$ cat config.mk
export PLATFORM = sky130hd
export DESIGN_NAME = ram_rr_arbiter
export DESIGN_NICKNAME = d
export VERILOG_FILES = /design/src/rtl/ram_rr_arbiter.sv
export SDC_FILE = /design/constraint.sdc
export NUM_CORES = 1
export LEC_CHECK = 0
export ABC_AREA = 1
export CORE_AREA = 2 2 56 58
export DETAILED_ROUTE_END_ITERATION = 16
export DIE_AREA = 0 0 58 60
export HOLD_SLACK_MARGIN = 0.12
export PLACE_DENSITY = 0.79
export SETUP_SLACK_MARGIN = 0.1
export SLEW_MARGIN = 40
export SYNTH_ARGS = -nofsm -noshare
export SYNTH_HDL_FRONTEND = slang
export SYNTH_SLANG_ARGS = --single-unit
$ cat constraint.sdc
create_clock -name clk -period 1.9 [get_ports clk]
set_input_delay 0.19 -clock clk [delete_from_list [all_inputs] [get_ports clk]]
set_output_delay 0.19 -clock clk [all_outputs]
set_load 0.05 [all_outputs]
$ cat src/rtl/ram_rr_arbiter.sv
// ram_rr_arbiter: shares one single-port synchronous RAM between requesters A
// and B with round-robin arbitration, and can sweep the whole RAM to zero on
// a single-cycle clr_start pulse. Read data returns one cycle after the grant
// with a per-requester valid strobe.
module ram_rr_arbiter #(
  parameter int DEPTH = 32,
  parameter int WIDTH = 8,
  localparam int AW = $clog2(DEPTH)
) (
  input  logic             clk,
  input  logic             rst,
  // requester A
  input  logic             a_req,
  input  logic             a_we,
  input  logic [AW-1:0]    a_addr,
  input  logic [WIDTH-1:0] a_wdata,
  output logic             a_gnt,
  output logic             a_rvalid,
  output logic [WIDTH-1:0] a_rdata,
  // requester B
  input  logic             b_req,
  input  logic             b_we,
  input  logic [AW-1:0]    b_addr,
  input  logic [WIDTH-1:0] b_wdata,
  output logic             b_gnt,
  output logic             b_rvalid,
  output logic [WIDTH-1:0] b_rdata,
  // clear sweep control
  input  logic             clr_start,
  output logic             busy,
  // RAM side
  output logic             ram_wr_rd,
  output logic [AW-1:0]    ram_addr,
  output logic [WIDTH-1:0] ram_data_in,
  input  logic [WIDTH-1:0] ram_data_out
);

  typedef enum logic {
    ARB   = 1'b0,
    CLEAR = 1'b1
  } state_t;

  localparam logic [AW-1:0] LAST_ADDR = AW'(DEPTH - 1);

  state_t          state_reg;
  logic            ptr_reg;      // 0: A has priority on a tie, 1: B has priority
  logic [AW-1:0]   cnt_reg;      // sweep address
  logic            busy_reg;
  logic            a_rvalid_reg;
  logic            b_rvalid_reg;
  logic            arb_open;

  // Grants are only possible in ARB, out of reset, and not in a cycle that
  // starts a sweep (the sweep takes precedence over pending requests).
  assign arb_open = rst && (state_reg == ARB) && !clr_start;
  assign a_gnt    = arb_open && a_req && (!b_req || !ptr_reg);
  assign b_gnt    = arb_open && b_req && (!a_req ||  ptr_reg);

  assign busy     = busy_reg;
  assign a_rvalid = a_rvalid_reg;
  assign b_rvalid = b_rvalid_reg;

  // The RAM read port is registered, so the data word the RAM presents in the
  // cycle after a read grant is exactly the one the strobe qualifies.
  assign a_rdata  = ram_data_out;
  assign b_rdata  = ram_data_out;

  // RAM port mux: the sweep owns the RAM while clearing, otherwise the granted
  // requester drives it; an idle port is parked at address 0 with writes off.
  always_comb begin
    ram_wr_rd   = 1'b0;
    ram_addr    = '0;
    ram_data_in = '0;
    if (state_reg == CLEAR) begin
      ram_wr_rd   = 1'b1;
      ram_addr    = cnt_reg;
      ram_data_in = '0;
    end else if (a_gnt) begin
      ram_wr_rd   = a_we;
      ram_addr    = a_addr;
      ram_data_in = a_wdata;
    end else if (b_gnt) begin
      ram_wr_rd   = b_we;
      ram_addr    = b_addr;
      ram_data_in = b_wdata;
    end
  end

  // Control FSM: arbitration pointer, sweep counter, busy flag and read-valid
  // strobes. A read granted in the cycle before a sweep starts cannot exist
  // (clr_start blocks grants), but a read granted in the last ARB cycle still
  // gets its strobe because the strobes are updated in every state.
  always_ff @(posedge clk or negedge rst) begin
    if (!rst) begin
      state_reg    <= ARB;
      ptr_reg      <= 1'b0;
      cnt_reg      <= '0;
      busy_reg     <= 1'b0;
      a_rvalid_reg <= 1'b0;
      b_rvalid_reg <= 1'b0;
    end else begin
      a_rvalid_reg <= a_gnt && !a_we;
      b_rvalid_reg <= b_gnt && !b_we;
      case (state_reg)
        ARB: begin
          if (clr_start) begin
            state_reg <= CLEAR;
            busy_reg  <= 1'b1;
            cnt_reg   <= '0;
          end else if (a_gnt) begin
            ptr_reg <= 1'b1;
          end else if (b_gnt) begin
            ptr_reg <= 1'b0;
          end
        end
        CLEAR: begin
          if (cnt_reg == LAST_ADDR) begin
            state_reg <= ARB;
            busy_reg  <= 1'b0;
            cnt_reg   <= '0;
          end else begin
            cnt_reg <= cnt_reg + 1'b1;
          end
        end
        default: begin
          state_reg <= ARB;
          busy_reg  <= 1'b0;
          cnt_reg   <= '0;
        end
      endcase
    end
  end

endmodule

# Word-level counts from Yosys, hierarchy flattened
# Cells that the tools add are included.
# totals
romBits	0
mem_count	0
word_cells	51
latchBits	0
in_bits	41
reg_bits	10
ram_bits	0
# op_classes
n_reduce_logical	19
muxes	20
order_cmp	0
addsub	1
eq_ne	3
n_bitwise	2
div_mod_pow	0
n_mul	0
shifts	0
# ops
cell	count
two-way mux 5 bit	5
two-way mux 8 bit	3
one-hot mux 5 bit (2 select lines)	1
two-way mux 1 bit	9
logical AND 1 bit	8
logical NOT 1 bit	6
adder 5 x 1 -> 5 bit (second input constant)	1
== test 5 bit (second input constant)	1
one-hot mux 1 bit (2 select lines)	2
AND reduction 3 bit	1
logical OR 1 bit	2
inequality test 2 x 1 -> 1 bit (second input constant)	1
inequality test 2 bit (second input constant)	1
NOT 1 bit	2
AND reduction 2 bit	1
nonzero test 2 bit	1

# Longest topological paths before layout
# Gate-level depths: netlist of the first run.
# depth
ltp_word	8
mapped_depth	8
depth_no_buf	6

# Worst setup path before layout of the first run
# No wires, ideal clock.
# synth_path
kind	reg-to-output
startpoint	register state_reg
endpoint	output ram_data_in[7]
arrival_time_ps	1870
path_slack_ps	-160
stages_incl_launch_ff	7
cell_sequence	dfrtp_1 > buf_6 > inv_4 > nand2_2 > nor2_4 > nand2_2 > o21ai_0
# synth_between
elab_chain_cells	8
word_cells_on_any_way	10
classes_between	3 x mux; 1 x bitwise; 6 x reduce/logical
# synth_lines
element	line_no	text
from (decl)	45	state_t state_reg;
from (signal assigned)	95	state_reg <= ARB;
from (signal assigned)	107	state_reg <= CLEAR;
from (signal assigned)	118	state_reg <= ARB;
NOT 1 bit (no source line)	--	
logical AND 1 bit (2 in series)	55	assign arb_open = rst && (state_reg == ARB) && !clr_start;
logical AND 1 bit (2 in series)	57	assign b_gnt = arb_open && b_req && (!a_req || ptr_reg);
two-way mux 8 bit	82	end else if (b_gnt) begin
two-way mux 8 bit	78	end else if (a_gnt) begin
two-way mux 8 bit (*)	74	if (state_reg == CLEAR) begin
to (decl)	34	output logic [WIDTH-1:0] ram_data_in,
# Mark *: on every way between the ends. The rest lies on a longest branch, timed or not.

# Worst setup path after layout of the first run
# layout_path
startpoint	register state_reg
endpoint	output ram_addr[2]
# layout_between
elab_chain_cells	8
word_cells_on_any_way	10
classes_between	3 x mux; 1 x bitwise; 6 x reduce/logical
# layout_lines
element	line_no	text
NOT 1 bit (no source line)	--	
logical AND 1 bit (2 in series)	55	
logical AND 1 bit (2 in series)	57	
two-way mux 5 bit	82	
two-way mux 5 bit	78	
two-way mux 5 bit (*)	74	
to (decl)	33	output logic [AW-1:0] ram_addr,
# Marked as above.

==> summary.md, run 1 <==
| Metric | Value |
|---|---|
| Post-DR vias/cell | `4.79` |
| Flop pwr share | `0.221` |
| Pint | `964 µW` |
| H-tree depth | `1` |
| Final instance area | `1570 µm²` |
| Top cells by area, synth | `dfrtp_1, buf_4, nand3_1` |
| Initial antenna violation count | `0` |
| Final setup violation count | `0` |
| # diodes | `0` |
| Clock buffer depth | `2` |
| Cell Area, Placed | `1480 µm²` |
| Number of global-route vias before repair | `920` |
| Leading area contributor after synthesis | `dfrtp_1` |
| Warnings, synthesis | `0` |
| Reg clk slew, reported paths | `70 ps` |
| DRT iter0 DRCs | `53` |
| Layout cell share with drive strength beyond 1 | `0.300` |
| Normalized max-slew margin | `0.662` |
| Tcrit/Tclk final | `0.924` |
| Total chip power | `1760 µW` |
| Initial cell density of the core | `0.307` |
| Synth top area share | `0.281` |
| Net count after synthesis | `160` |
| Max-cap viol count | `0` |
| Area Overhead vs Synth | `76.3%` |
| CP Data Required Time | `1710 ps` |
| CP endpoint kind | `primary output` |
| Post-Syn Instances | `117` |
| Hold_buf cts | `0` |
| Largest register FFs | `5` |
| Post-synth cell types | `20` |
| Largest net degree at the start of global routing | `12` |
| Synth Register Bits | `10` |
| Routed wire length | `2.55 mm` |
| Finished Layout Cells | `193` |
| Total CTS buffers | `3` |
| IO Count | `76` |
| CTS tree | `done` |
| TritonRoute pass-1 iters | `4` |
| Port-buffer cells | `51` |
| Final Hold Vio Count | `0` |
| Minimum clock period | `1750 ps` |
| Sequential-to-total area share from yosys stat | `0.281` |
| Std-Cell Rows | `20` |
| Most frequent cells in the layout | `clkdlybuf4s50_1, nand3_1, nand2_1, buf_12, inv_1` |
| CP Launch Type | `flip-flop` |
| Crit path from | `state_reg` |
| Avg WL per Cell | `13.2 µm` |
| Nets | `204` |
| Die Wd | `58 µm` |
| CP Class | `flip-flop to primary output` |
| Core Area | `2900 µm²` |
| Die area | `3480 µm²` |
| Worst R2R Path Depth | `6` |
| Worst min path class | `input pin to async pin` |
| HPWL Detailed | `2.05 mm` |
| Setup TNS Final | `0 ps` |
| Clock root buffer | `clkbuf_4` |
| Setup slack, reg-to-reg | `360 ps` |
| First-pass GRT wire length | `4.07 mm` |
| Clock Power Share | `0.112` |
| Clock Skews | `2.63 ps` |
| DR vias | `924` |
| RD Place Congestion | `0.774` |
| Mapped cell area | `891 µm²` |
| Final core occ | `0.541` |
| Post-route ant nets | `0` |
| Static Leak | `0.000721 µW` |
| Gr ovfl total | `0` |
| RSZ-0062 raised after global routing | `true` |
| FMAX | `0.570 GHz` |
| Slew at the pin closest to its max-slew limit | `505 ps` |
| Die height | `60 µm` |
| Logic pwr share | `0.667` |
| Switching part of the total power | `0.454` |
| PD cells | `1120 nW/µm²` |
| Reg2reg end | `cnt_reg[3]` |
| VDD IR max | `816 µV` |
| Num Clock Sinks | `10` |
| CP arrival | `1560 ps` |
| Crit path max fanout | `6` |
| Max-slew violations | `0` |
| Gr usage total | `0.153` |
| Post-Syn Area per Cell | `7.61 µm²` |
| Inst Count DP | `186` |
| Worst r2r src | `cnt_reg[0]` |
| Worst-Skew Late Latency | `270 ps` |
| Switch Pwr | `801 µW` |
| DRC viols | `0` |
| Most common cell after layout, fill and taps aside | `clkdlybuf4s50_1` |
| Status | `completed` |
-- cell usage after synthesis, drive strengths merged --
cell type,n
nand3,27
buf,21
nand2,18
inv,14
o21ai,11
dfrtp,10
nor2,5
a21oi,3
a22o,2
ha,2
a21boi,1
nand4,1
or2,1
xnor2,1
-- area by class of cell --
cell class	instances	area [µm²]
Tap cell	33	41.3
Sequential cell	10	251
Clock buffer	4	36.3
Inverter	14	55.1
Fill cell	268	1330
Multi-Input combinational cell	72	440
Timing Repair Buffer	60	746
-- power groups by stage --
| stage | clock (µW) | sequential (µW) | combinational (µW) |
|---|---|---|---|
| 2_1_floorplan | 0 | 389 | 703 |
| 3_3_place_gp | 0 | 394 | 1100 |
| 3_5_place_dp | 0 | 403 | 1120 |
| 4_1_cts | 200 | 389 | 1160 |
| 5_1_grt | 210 | 406 | 1250 |
| 6_report | 197 | 391 | 1180 |
-- critical path, stage by stage (launching register included) --
cell and delay (ps):
dfrtp_2 430, inv_4 80, nand2_2 60, nor2_4 190, buf_4 170, nand3_1 70
nand3_1 140, buf_12 150
-- worst max path at each step --
stage	to	slack (ps)	depth (start not counted)
after detailed placement	ram_data_in[7]	50	6
after global routing	ram_wr_rd	80	7
after floorplan	ram_data_in[7]	220	6
after global placement	ram_data_in[7]	110	5
after CTS	ram_wr_rd	110	7
final	ram_addr[2]	150	7
-- metrics by stage --
step                setup slack [ps]  hold slack, ps
global placement                 107             380
CTS                              111             257
floorplan                        220            -106
detailed placement              46.7             380
finish                           145             259
global route                    77.8             262
-- logic make-up (layout without fill, tap and decap cells) --
logic type	Yosys count	in the layout	synth area share
and+or+nand+nor	52	52	0.277
buffers and inverters	35	78	0.251
AOI/OAI and AO/OA	17	17	0.153
DFF	10	10	0.281
adders and majority gates	2	2	0.0281
xor gates and xnor gates	1	1	0.00983
-- layer usage --
layer	vias to the layer above	wire (µm)	GRT usage
met3	7	197	0.0260
met5	-	0	0
met2	39	1400	0.286
li1	451	-	-
met4	0	41	0.0631
met1	427	915	0.171
-- repair_timing --
| action | CTS | global route |
|---|---|---|
| resized for setup | 3 | 6 |
| buffers inserted | 2 | 1 |
| pin swaps | 1 | 2 |
| setup endpoints to repair | 14 | 14 |
Note: power is estimated with default switching activity, not from simulation.
==> run 2, diff against run 1 <==
Settings changed: CTS_CLUSTER_SIZE from default to 14, SKIP_LAST_GASP from default to 1.
==> results of run 2 <==
No change in the layout: final DEF, timing and power equal those of run 1.
==> run 3, diff against run 2 <==
Settings changed: CORE_AREA 2 2 56 58 to 2 2 55 57, CTS_BUF_LIST from default to sky130_fd_sc_hd__clkbuf_2, DIE_AREA 0 0 58 60 to 0 0 57 59, PLACE_DENSITY 0.79 to 0.81.
Clock period 1.9 ns to 2 ns, I/O delays scaled along.
==> run 3 against run 2 <==
Net effect: via count shrank 1.1%; clock skew is essentially flat; sequential share of layout area grew 0.61 points; hold slack gained 73 ps; routed wire length shrank 7.0%; utilization grew 1.7 points; final cell count shrank 2.6%; non-clock buffer count shrank 2; critical endpoint is now ram_addr[3]; highest routed layer unchanged.
==> summary.md, run 3 (same netlist as run 1, synthesis figures left out) <==
| Metric | Value |
|---|---|
| Status | `completed` |
| Inst Count DP | `183 (-1.6%)` |
| TritonRoute pass-1 iters | `4 (unchanged)` |
| Clock buffer depth | `2 (unchanged)` |
| Post-route ant nets | `0 (unchanged)` |
| Finished Layout Cells | `188 (-2.6%)` |
| Routed wire length | `2.38 mm (-7.0%)` |
| Layout cell share with drive strength beyond 1 | `0.261 (-0.0389)` |
| Final setup violation count | `0 (unchanged)` |
| Total CTS buffers | `3 (unchanged)` |
| Die area | `3360 µm² (-3.4%)` |
| Avg WL per Cell | `12.6 µm (-4.5%)` |
| Final-layout fill cell count | `228 (-15%)` |
| Gr usage total | `0.147 (-0.00592)` |
| Number of global-route vias before repair | `863 (-6.2%)` |
| Max-slew violations | `0 (unchanged)` |
| RSZ-0062 raised after global routing | `false` |
| Max-cap viol count | `0 (unchanged)` |
| Area Overhead vs Synth | `69.8%` |
| Crit path max fanout | `15 (+9)` |
| RD Place Congestion | `0.774 (about the same)` |
| PD cells | `1030 nW/µm² (-8.6%)` |
| H-tree depth | `1 (unchanged)` |
| Gr ovfl total | `0 (unchanged)` |
| Clock root buffer | `clkbuf_2` |
| CP endpoint kind | `primary output` |
| VDD IR max | `1140 µV (+39%)` |
| Most common cell on crit path | `nand3_1` |
| CP Launch Type | `flip-flop` |
| Worst min path class | `input pin to async pin` |
| Dpl ws | `148 ps (+101 ps)` |
| CP arrival | `1560 ps (about the same)` |
| CP Data Required Time | `1800 ps (+90 ps)` |
| Die Wd | `57 µm (-1.7%)` |
| Initial antenna violation count | `0 (unchanged)` |
| CP Class | `flip-flop to primary output` |
| Crit-path slowest cell | `dfrtp_2` |
| Largest register FFs | `5 (unchanged)` |
| Setup TNS Final | `0 ps (unchanged)` |
| Die height | `59 µm (-1.7%)` |
| DRC viols | `0 (unchanged)` |
| DRT iter0 DRCs | `27 (-49%)` |
| Normalized max-slew margin | `0.660 (-0.00253)` |
| Core Area | `2710 µm² (-6.6%)` |
| Port-buffer cells | `51 (unchanged)` |
| Most frequent cells in the layout | `clkdlybuf4s50_1, nand3_1, nand2_1, buf_12, inv_1` |
| Worst-path cell chain | `inv_4, nand2_2, nor2_4, buf_6, nand3_1, nand3_1, buf_12` |
| CP bufs+invs | `3 (unchanged)` |
| First-pass GRT wire length | `3.91 mm (-4.1%)` |
| # diodes | `0 (unchanged)` |
| Worst r2r src | `cnt_reg[0]` |
| Num Clock Sinks | `10 (unchanged)` |
| Post-DR vias/cell | `4.86 (+1.5%)` |
| Static Leak | `0.000690 µW (-4.3%)` |
| Worst R2R Path Depth | `6 (unchanged)` |
| DR vias | `914 (-1.1%)` |
| Reg2reg end | `cnt_reg[2]` |
| Setup slack, reg-to-reg | `450 ps (+90 ps)` |
| Tcrit/Tclk final | `0.882` |
| Most common cell after layout, fill and taps aside | `clkdlybuf4s50_1` |
| Final Hold Vio Count | `0 (unchanged)` |
| Final core occ | `0.558 (+0.0172)` |
| Clock Skews | `2.45 ps (-0.176 ps)` |
| Slew at the pin closest to its max-slew limit | `509 ps (+3.78 ps)` |
| Slowest stage delay, CP | `450 ps (+20 ps)` |
| Largest net degree at the start of global routing | `16 (+4)` |
| CTS tree | `done` |
| Initial cell density of the core | `0.329 (+0.0218)` |
| HPWL Detailed | `1.96 mm (-4.3%)` |
| FMAX | `0.567 GHz` |
| Fin worst setup slack | `235 ps (+90.3 ps)` |
| Minimum clock period | `1760 ps` |
| Std-Cell Rows | `19 (-5.0%)` |
| IO Count | `76 (unchanged)` |
| Reg clk slew, reported paths | `90 ps (+20 ps)` |
| Worst-Skew Late Latency | `230 ps (-40 ps)` |
| Nets | `202 (-0.98%)` |
| Delay-heaviest family, CP | `simple AND/OR/NAND/NOR gates` |
run 3: power breakdown:
part | total [µW] | internal, µW | switching (µW)
Combinational | 1090 | 511 | 574
Clock | 100 | 41.0 | 59.2
Sequential | 370 | 280 | 89.7
run 3: worst max path at each step:
stage,start,endpoint,slack [ps],depth (start not counted)
2_1_floorplan,state_reg,ram_data_in[7],310,6
3_3_place_gp,rst,ram_data_in[7],210,6
3_5_place_dp,rst,ram_data_in[7],150,6
4_1_cts,state_reg,ram_addr[3],110,7
5_1_grt,state_reg,ram_addr[2],140,7
6_report,state_reg,ram_addr[3],240,7
run 3: metrics by stage:
step	total power, µW	area (µm²)	hold WS [ps]
2_1_floorplan	1040	891	-95.6
3_3_place_gp	1410	1470	401
3_5_place_dp	1440	1470	401
4_1_cts	1550	1500	324
5_1_grt	1640	1510	353
6_report	1550	1510	332
run 3: layout make-up:
cell class / instances / area (µm²) / share of cell area
Timing Repair Buffer: 58 / 727 / 0.481
Inverter: 14 / 55.1 / 0.0364
Sequential cell: 10 / 251 / 0.166
Clock buffer: 3 / 15.0 / 0.00993
Tap cell: 31 / 38.8 / 0.0256
Multi-Input combinational cell: 72 / 425 / 0.281
run 3: repair_timing:
action,in CTS,in global routing
buffers inserted,0,2
pin swaps,0,1
setup endpoints to repair,13,11
hold buffers,0,0
resized for setup,4,0
run 3: metal layers:
metal  up-vias  GRT usage  share of wire
met4         0     0.0565         0.0038
li1        452          -              -
met2        39      0.263           0.51
met5         -          0              0
met3         2     0.0415           0.10
met1       421      0.166           0.39
run 3: worst register-to-register path: stages (launching register included):
cell     delay (ps)
dfrtp_1         430
ha_1            240
nand2_1          90
nor2_1           50
ha_1            190
or2_1           280
o21ai_0         190
